**src/rtl/rr_priority_arbiter.sv**
```systemverilog
// Registered WIDTH-way arbiter with selectable fixed-priority (MSB highest) or
// round-robin selection. The owner keeps the grant until it releases, drops its
// request or reaches the MAX_HOLD consecutive-cycle limit. Every ownership end
// is followed by one idle cycle before the next arbitration.
module rr_priority_arbiter #(
    parameter int WIDTH    = 4,
    parameter int MAX_HOLD = 16,
    localparam int IDX_W   = $clog2(WIDTH)
) (
    input  logic             clk,
    input  logic             rst,
    input  logic [WIDTH-1:0] req,
    input  logic             rr_mode,
    input  logic             release_in,
    output logic [WIDTH-1:0] grant,
    output logic             grant_valid,
    output logic [IDX_W-1:0] grant_idx,
    output logic             timeout
);

    localparam int HOLD_W = (MAX_HOLD == 0) ? 1 : $clog2(MAX_HOLD + 1);

    typedef enum logic {
        IDLE,
        GRANTED
    } state_t;

    state_t             state_q,     state_d;
    logic [WIDTH-1:0]   grant_q,     grant_d;
    logic [IDX_W-1:0]   grant_idx_q, grant_idx_d;
    logic [IDX_W-1:0]   last_q,      last_d;
    logic [HOLD_W-1:0]  hold_cnt_q,  hold_cnt_d;
    logic               timeout_q,   timeout_d;

    logic [IDX_W-1:0]   fixed_win;
    logic [IDX_W-1:0]   rr_win;
    logic [IDX_W-1:0]   rr_cand;
    logic [IDX_W-1:0]   winner;

    // Winner candidates: highest set bit, and first set bit descending from last-1.
    always_comb begin
        fixed_win = '0;
        rr_win    = '0;
        rr_cand   = '0;
        for (int i = 0; i < WIDTH; i++) begin
            if (req[IDX_W'(i)]) fixed_win = IDX_W'(i);
        end
        // Walk from the lowest-priority candidate (last owner) up to last-1 so
        // the final overriding assignment is the highest-priority match.
        for (int k = WIDTH; k >= 1; k--) begin
            rr_cand = IDX_W'((int'(last_q) + WIDTH - k) % WIDTH);
            if (req[rr_cand]) rr_win = rr_cand;
        end
        winner = rr_mode ? rr_win : fixed_win;
    end

    // Next-state and next-output logic for the IDLE/GRANTED ownership FSM.
    always_comb begin
        state_d     = state_q;
        grant_d     = grant_q;
        grant_idx_d = grant_idx_q;
        last_d      = last_q;
        hold_cnt_d  = hold_cnt_q;
        timeout_d   = 1'b0;
        case (state_q)
            IDLE: begin
                if (|req) begin
                    state_d     = GRANTED;
                    grant_d     = WIDTH'(1) << winner;
                    grant_idx_d = winner;
                    last_d      = winner;
                    hold_cnt_d  = HOLD_W'(1);
                end
            end
            GRANTED: begin
                if (release_in || !req[grant_idx_q]) begin
                    state_d = IDLE;
                    grant_d = '0;
                end else if ((MAX_HOLD != 0) && (hold_cnt_q == HOLD_W'(MAX_HOLD))) begin
                    state_d   = IDLE;
                    grant_d   = '0;
                    timeout_d = 1'b1;
                end else if (hold_cnt_q != {HOLD_W{1'b1}}) begin
                    hold_cnt_d = hold_cnt_q + 1'b1;
                end
            end
            default: begin
                state_d = IDLE;
                grant_d = '0;
            end
        endcase
    end

    // State and output registers with synchronous reset.
    always_ff @(posedge clk) begin
        if (rst) begin
            state_q     <= IDLE;
            grant_q     <= '0;
            grant_idx_q <= '0;
            last_q      <= '0;
            hold_cnt_q  <= '0;
            timeout_q   <= 1'b0;
        end else begin
            state_q     <= state_d;
            grant_q     <= grant_d;
            grant_idx_q <= grant_idx_d;
            last_q      <= last_d;
            hold_cnt_q  <= hold_cnt_d;
            timeout_q   <= timeout_d;
        end
    end

    assign grant       = grant_q;
    assign grant_valid = |grant_q;
    assign grant_idx   = grant_idx_q;
    assign timeout     = timeout_q;

endmodule
```
**config.mk**
```make
export PLATFORM = sky130hd
export DESIGN_NAME = rr_priority_arbiter
export DESIGN_NICKNAME = d
export VERILOG_FILES = /design/src/rtl/rr_priority_arbiter.sv
export SDC_FILE = /design/constraint.sdc
export NUM_CORES = 1
export LEC_CHECK = 0
export CAP_MARGIN = 20
export CORE_ASPECT_RATIO = 1.1
export CORE_MARGIN = 1
export CORE_UTILIZATION = 35
export CTS_BUF_LIST = sky130_fd_sc_hd__clkbuf_8
export CTS_CLUSTER_DIAMETER = 80
export CTS_CLUSTER_SIZE = 10
export DETAILED_ROUTE_END_ITERATION = 8
export GPL_TIMING_DRIVEN = 0
export MAX_ROUTING_LAYER = met4
export SLEW_MARGIN = 25
export SYNTH_ARGS = -nofsm -noshare
export SYNTH_HDL_FRONTEND = slang
export SYNTH_SLANG_ARGS = --single-unit
```
**constraint.sdc**
```tcl
create_clock -name clk -period 1.75 [get_ports clk]
set_input_delay 0.525 -clock clk [delete_from_list [all_inputs] [get_ports clk]]
set_output_delay 0.525 -clock clk [all_outputs]
set_load 0.01 [all_outputs]
```
* Yosys cells after proc, flatten, opt, wreduce, memory -nomap -nowiden *
Index checks and enable logic that the tools add are counted.

operators by class
  bitwise logic cells = 1
  add/sub/neg operators = 6
  shift-type cells = 1
  $lt $le $gt $ge = 5
  equal/unequal tests = 7
  div/mod/pow operators = 0
  mux-type cells = 30
  reductions and logical operators = 8
  multiply operators = 0

operators with widths
  operator             count
  $mux 5               4
  $lt 2x3->1 const B   5
  $mux 4               3
  $bmux 1 s2           5
  $mux 1               10
  $mux 2               5
  $pmux 5 s2           1
  $pmux 4 s2           1
  $reduce_or 4->1      2
  $ne 2x2->1 const B   3
  $sub 2x1->2 const B  3
  $add 5x1->5 const B  1
  $eq 5x5->1 const B   1
  $ne 5x5->1 const B   1
  $reduce_and 2->1     2
  $reduce_and 4->1     1
  $shl 1x2->4 const A  1
  $ne 3x1->1 const B   1
  $reduce_or 3->1      1
  $add 2x1->2 const B  1
  $ne 2x1->1 const B   1
  $pmux 1 s2           1
  $sub 2x2->2 const B  1
  $logic_not 1->1      1
  other kinds (2)      2

word-level totals
  output and inout bits = 8
  register bits after elaboration = 13
  memories = 0
  bits in latches = 0
  memory bits (read-only) = 0
  memory bits (writable) = 0
  word-level logic and storage cells = 63

* Longest topological paths before layout *
  word-level depth = 12
  gate-level depth with buffers = 7
  mapped depth without buffers = 7

* Worst setup path after synthesis *
No wires, ideal clock.

  kind = input-to-reg
  from = in req[2]
  to = reg hold_cnt_q[1]
  buffers on the path = 1
  cell stages on the path = 6
  required time = 1.679 ns
  setup time = 0.071 ns
  path slack = -0.040 ns
  data arrival time = 1.719 ns
  path through = buf_6 -> mux4_2 -> nand2b_4 -> nor3_4 -> or3_1 -> a21oi_1

on the way
  cells in the longest elaborated chain, start to end = 6
  elaborated cells between the ends (all ways) = 8
  those cells by class = eq/ne: 2; mux: 2; reduce/logical: 4

RTL lines
  what                          RTL line  source
  start, declared               12        input logic [WIDTH-1:0] req,
  $bmux 1 s2                    76        if (release_in || !req[grant_idx_q]) begin
  $mux 1 (not written as such)  76
  $logic_not 1->1               76
  $logic_or 1x1->1              76
  $ne 2x2->1 (no line)          n/a
  $reduce_and 4->1 (no line) *  n/a
  end signal, assigned          108       hold_cnt_q <= hold_cnt_d;
  end, declared                 32        logic [HOLD_W-1:0] hold_cnt_q, hold_cnt_d;

Every way passes the cells marked *; elsewhere a longest branch is shown, timed or not. The select of a mux whose other input is x is not followed.
A chain may end at the register's enable or synchronous reset.

* Final worst setup path *
  from = reg hold_cnt_q[0]
  to = reg hold_cnt_q[4]

on the way
  cells in the longest elaborated chain, start to end = 5
  elaborated cells between the ends (all ways) = 10
  those cells by class = add/sub: 1; eq/ne: 4; mux: 4; reduce/logical: 1

RTL lines
  what         RTL line  source
  $add 5x1->5  84        hold_cnt_d = hold_cnt_q + 1'b1;
  $mux 5       83        end else if (hold_cnt_q != {HOLD_W{1'b1}}) begin
  $mux 5       79        end else if ((MAX_HOLD != 0) && (hold_cnt_q == HOLD_W'(MAX_HOLD))) begin
  $mux 5       76
  $pmux 5 s2   65        case (state_q)

Parallel ways exist; a longest one is shown, timed or not. The select of a mux whose other input is x is not followed.

==> results.yml <==
run_status:
  status: "finished with violations"
  violations: "negative setup slack"
finish:
  syn2layout_area_growth_pct: 37.3
  drive_above_1_share_pct: 33.6
  nets: 140
  final_area_mm2: 0.00118
  layout_common_cells: "nor2_1 (10), dfxtp_1 (9), buf_4 (9), nand2_1 (8)"
  final_common_cell: "nor2_1"
  final_cells: 158
  n_antenna_cell: 0
placed_design:
  placed_area_mm2: 0.00102
  hpwl_um: 1390
  dp.cells: 145
  place_congestion: 0.754
  io_buffers: 12
  place_ws_ns: -0.634
yosys:
  ys_seq_elements: 13
  synth_compound_area_share_pct: 23.3
  synth_fa_ha_area_share_pct: 4.37
  syn-cell-area_um2: 860
  async_reset_ff_share_pct: 0
  synth.distinct_cells: 42
  syn_nets: 114
  synth_edf_count: 0
  synthCells: 103
  post-synth-top-area-cell: "dfxtp_1"
  synthSimpleGateAreaFrac_pct: 30.3
  synth_area_leaders: "dfxtp_1 (30%), a21oi_1 (4.7%), ha_1 (4.4%)"
  synthXorXnorAreaFrac_pct: 0
  synth_top_family_by_area: "simple AND/OR/NAND/NOR gates"
  yosys.area.top_type_share_pct: 30.3
  synth_mux_area_share_pct: 3.78
  synthFlopType: "dfxtp_1"
  ys_warn_count: 0
  synth-seq-area-share_pct: 30.3
  avgSynthCellArea_um2: 8.35
cts:
  cts_hold_buf: 0
  cts_buffers: 3
  clock_path_buffers: 2
  clk_transition_reported_paths_ns: 0.06
  cts_root_buf: "clkbuf_8"
  cts_tree: "yes"
  htreeDepth: 1
  worstSkewPairLatency_ns: 0.24
  cts_sinks: 13
floorplanning:
  die-area_mm2: 0.00266
  start_util_pct: 37.8
  die_w_um: 49.3
  core_area_mm2: 0.00227
  rows: 18
  die_y_um: 54.0
  io_pins: 16
worst_setup_path:
  end_kind: "flop"
  worstReg2RegEnd: "hold_cnt_q[4]"
  cp-startpoint: "hold_cnt_q[0]"
  setup.worst_path.class: "flop to flop"
  ff2ff_path_depth: 8
  cp.required_ns: 1.86
  cp_max_fo: 6
  worstReg2RegStart: "hold_cnt_q[0]"
  crit_end: "hold_cnt_q[4]"
  start_kind: "flop"
  arrival_ns: 1.91
  r2r_slack_ns: -0.05
grt:
  grt_use_total_pct: 16.2
  overflow: 0
  antenna_found_initial: 0
  grt_pass1_wl_um: 3080
  grt_pass1_vias: 694
  grt_max_degree: 11
timing:
  fin_tns_setup_ns: -0.0880
  grt_setup_unrepaired: "true"
  slew_viol_final: 0
  clock_skew_ns: 0.00566
  period_share_pct: 103
  slew_headroom_pct: 64.9
  fin_hold_ws_ns: 0.465
  fmax_mhz: 556
  setup-violations-final: 2
  tightest_slew_ns: 0.525
  final.min_clock_period_ns: 1.80
  fin_ws_ns: -0.0472
  hold_viol: 0
power:
  peakVddDrop_mv: 0.268
  powerDensity_mw_per_mm2: 689
  leakagePower_nw: 0.462
drt:
  detail_route.vias_per_cell: 5.34
  wl_per_cell_um: 13.1
  drt_iter0_drc: 9
  num_vias: 843
  firstDrtPassIters: 4
  drc_errors: 0
  routed_wl_um: 2070
  antenna_left: 0
flow_run:
  maxCapViolations: 0
min_path:
  hp-class: "flop to flop"
==> worst min-delay path by stage <==
stage / slack (ns) / to / start / depth (start not counted)
3_3_place_gp: 0.46 / grant[3] / grant[3] / 2
2_1_floorplan: 0.44 / hold_cnt_q[3] / hold_cnt_q[3] / 1
5_1_grt: 0.50 / grant[1] / grant[1] / 2
4_1_cts: 0.47 / grant[3] / grant[3] / 2
3_5_place_dp: 0.46 / grant[3] / grant[3] / 2
6_report: 0.46 / grant[3] / grant[3] / 2
==> critical path, cell delays in order (launching register included) <==
cell and delay (ns):
dfxtp_4 0.36, ha_4 0.16, and3_4 0.18, ha_4 0.16, nand2b_4 0.15, nor3_4 0.33, buf_4 0.18, nand3b_1 0.09
a21oi_1 0.06
==> sequential cells by signal, indices dropped and copies added, names as in the netlist <==
signal and cells:
hold_cnt_q 5, grant 4, last_q 2, state_q 1
timeout 1
==> final cells by class <==
class	count	area [um2]
plain buffers	6	40.0
clock buffers	3	41.3
clock inverters	1	3.75
fillers	210	1090
inverters	8	35.0
multi-input cells	76	581
flip-flops and latches	13	268
well taps	30	37.5
repair buffers	21	174
==> per-stage QoR <==
| step | power, mW | utilization, % |
|---|---|---|
| detailed placement | 0.543 | 44.7 |
| global placement | 0.539 | 44.7 |
| global route | 0.857 | 51.9 |
| floorplan | 0.469 | - |
| finish | 0.813 | 51.9 |
| CTS | 0.809 | 48.6 |
==> layer usage <==
layer  track usage [%]  wire length (um)
met2              26.7              1010
met3              2.54                59
met4              10.3                46
met1              18.5               953
met5                 -                 0
==> synthesized netlist by cell type (all sizes together) (2+ instances only) <==
cell and instances:
nor2 10, nand2 8, nand3 5, a21oi 8
nor3b 2, o211ai 2, buf 3, a31oi 3
nor3 5, dfxtp 13, inv 7, a211oi 3
clkbuf 3, ha 3, o21ai 4, nor4 2
nand2b 5
==> power breakdown <==
| part | total [mW] | switching, mW | internal [mW] |
|---|---|---|---|
| clock network | 0.260 | 0.105 | 0.155 |
| logic | 0.222 | 0.117 | 0.105 |
| registers | 0.331 | 0.0171 | 0.314 |
| total | 0.813 | 0.239 | 0.574 |
==> timing repair <==
item | 4_1_cts | 5_1_grt
gates resized for setup | 24 | 11
setup endpoints to repair | 14 | 11
pin swaps | 5 | 5
hold endpoints to repair | 0 | 0
buffers inserted | 3 | 6
cloned | 0 | 0
==> cell families (layout without fill, tap and decap cells) <==
logic type / count (synthesis) / in the layout
simple gates: 44 / 44
compound gates: 27 / 27
buf+inv: 14 / 39
flops: 13 / 13
fa+ha+maj: 3 / 3
mux: 2 / 2
Power figures use the tool's default switching activity.
==> RTL edit, RTL diff (config.mk and constraints unchanged) <==
`MAX_HOLD`: 16 -> 64.
--- a/src/rtl/rr_priority_arbiter.sv
+++ b/src/rtl/rr_priority_arbiter.sv
@@ -4,7 +4,7 @@
 // is followed by one idle cycle before the next arbitration.
 module rr_priority_arbiter #(
     parameter int WIDTH    = 4,
-    parameter int MAX_HOLD = 16,
+    parameter int MAX_HOLD = 64,
     localparam int IDX_W   = $clog2(WIDTH)
 ) (
     input  logic             clk,
Check against the original RTL: same outputs for any inputs over 10 cycles, from zero or initial values and one cycle with rst high; that may be too few to reach the edited logic, so the function may still have changed.
==> RTL edit against the unedited design <==
  * Sequential cell count increased by 2
  * Design area increased by 6.5%
  * Highest routed layer unchanged
  * Sequential share of layout area increased by 1.9 points
  * Critical endpoint is now last_q[0]
  * The flow still finishes with violations (setup timing)
  * Final cell count increased by 2.5%
  * Worst setup slack improved by 35 ps
  * First-iteration DRC count decreased by 33%
  * Sequential power increased by 14%
  * Area after synthesis increased by 2.2%
  * Wire length increased by 13%
  * Power increased by 10%
==> RTL edit: results (changes against the unedited design) <==
Drt
  • Initial DRC Count: 6 (-3)
  • Wirelength per Cell: 14.4 um (+10%)
  • DRT Wirelength: 2330 um (+13%)

Global routing
  • First-pass GRT wire length: 3620 um (+18%)
  • Vias in the first global route: 828 (+19%)

Worst setup path
  • Crit path max fanout: 5 (-1)
  • Worst path slowest cell: or4b_4
  • Crit-path max cell delay: 530 ps (+170 ps)

STA
  • Post-route setup slack: -12.0 ps (+35.3 ps)
  • Final setup fails: 1 (-1)
  • Setup_tns: -12.0 ps (+76.0 ps)
  • Clock skew: 6.45 ps (+0.786 ps)
  • Max_slew headroom: 68.8% (+3.9 points)

Place
  • Placed instance count: 150 (+3.4%)
  • I/O Buffers: 13 (+1)
  • DP HPWL: 1530 um (+9.7%)
  • GP Congestion: 0.763 (+1.2%)

Power
  • VDD IR max: 0.533 mV (+99%)

Finish
  • Max reg flops: 7 (+2)
  • Share of layout cells above drive strength 1: 37.1% (+3.5 points)
  • Layout net count: 143 (+2.1%)

Status
  • Failing checks: setup timing
  • Status: finished with violations

Logic synthesis
  • Synth Area in XOR/XNOR: 3.99% (+4.0 points)
  • Mapped Nets: 117 (+2.6%)
  • Area contributors post-synth: dfxtp_1 34%, nand2_1 5.1%, a21oi_1 4.6%
  • Post-synth top cells: 15 x dfxtp_1, 12 x nand2_1, 10 x nor2_1
  • Post-synthesis mux area share: 3.70% (-0.081 points)
  • Netlist cell types: 40 (-4.8%)
  • Adder-cell share of the synthesized area: 2.85% (-1.5 points)

Clocking
  • Skew-Pair Late Insertion Delay: 260 ps (+20 ps)
-- RTL edit: cell types whose count changed after synthesis, sizes merged, moves of 2 or more --
cell    delta
nand2      +4
or4b       +2
nand2b     -2
a31oi      -2
inv        -3
nor2b      +2
dfxtp      +2
xnor2      +4
-- RTL edit: timing repair --
| action | 4_1_cts | 5_1_grt |
|---|---|---|
| setup endpoints to repair | 15 | 11 |
| endpoints found under the hold margin | 0 | 0 |
| cloned | 0 | 1 |
| gates resized for setup | 32 | 13 |
| buffers inserted | 6 | 2 |
| pin swaps | 7 | 7 |
| hold buffers | 0 | 0 |
-- RTL edit: area by class of cell --
class,count,area [um2]
Clock inverter,1,5.00
Buffer,4,40.0
Fill cell,215,1060
Multi-Input combinational cell,83,629
Timing Repair Buffer,22,179
Inverter,4,15.0
Tap cell,30,37.5
Sequential cell,15,309
Clock buffer,3,41.3
-- RTL edit: stage by stage --
stage,instance area [um2],setup slack [ps]
floorplan,896,-158
global placement,1060,-829
detailed placement,1060,-892
CTS,1180,-54.4
global route,1260,-85.8
finish,1260,-12.0
-- RTL edit: tightest hold or removal path, delay by kind of cell (launching register included) --
family           cells  cell delay (ps)
flip-flops           1              320
AO/OA/AOI/OAI        1               60
AND/OR/NAND/NOR      1               50
-- RTL edit: routing by layer --
| layer | part of all wire, % | global-route usage [%] | routed length [um] |
|---|---|---|---|
| met5 | 0 | - | 0 |
| met4 | 0.99 | 7.14 | 23 |
| met3 | 3.5 | 4.17 | 81 |
| met2 | 56 | 36.0 | 1300 |
| met1 | 40 | 19.1 | 924 |
-- RTL edit: path summary, 6_finish.rpt --
check,startpoint,to,slack [ps],cells after the start
setup / recovery,last_q[0],last_q[0],-10,6
setup reg to reg,last_q[0],last_q[0],-10,6
hold / removal,grant[2],grant[2],480,2
hold reg to reg,grant[2],grant[2],480,2
-- RTL edit: where the power goes --
part | leakage [nW] | internal (W) | total (W) | switching, W
clock network | 0.0255 | 0.000158 | 0.000289 | 0.000131
registers | 0.125 | 0.000359 | 0.000376 | 0.0000164
logic | 0.313 | 0.000113 | 0.000232 | 0.000119
-- RTL edit: logic make-up (layout without fill, tap and decap cells) --
kind of cell | count (synthesis) | count (layout)
AOI/OAI and AO/OA | 25 | 25
muxes | 2 | 2
adders and majority gates | 2 | 2
buffers and inverters | 9 | 34
and+or+nand+nor | 50 | 50
xor gates and xnor gates | 4 | 4
DFF | 15 | 15
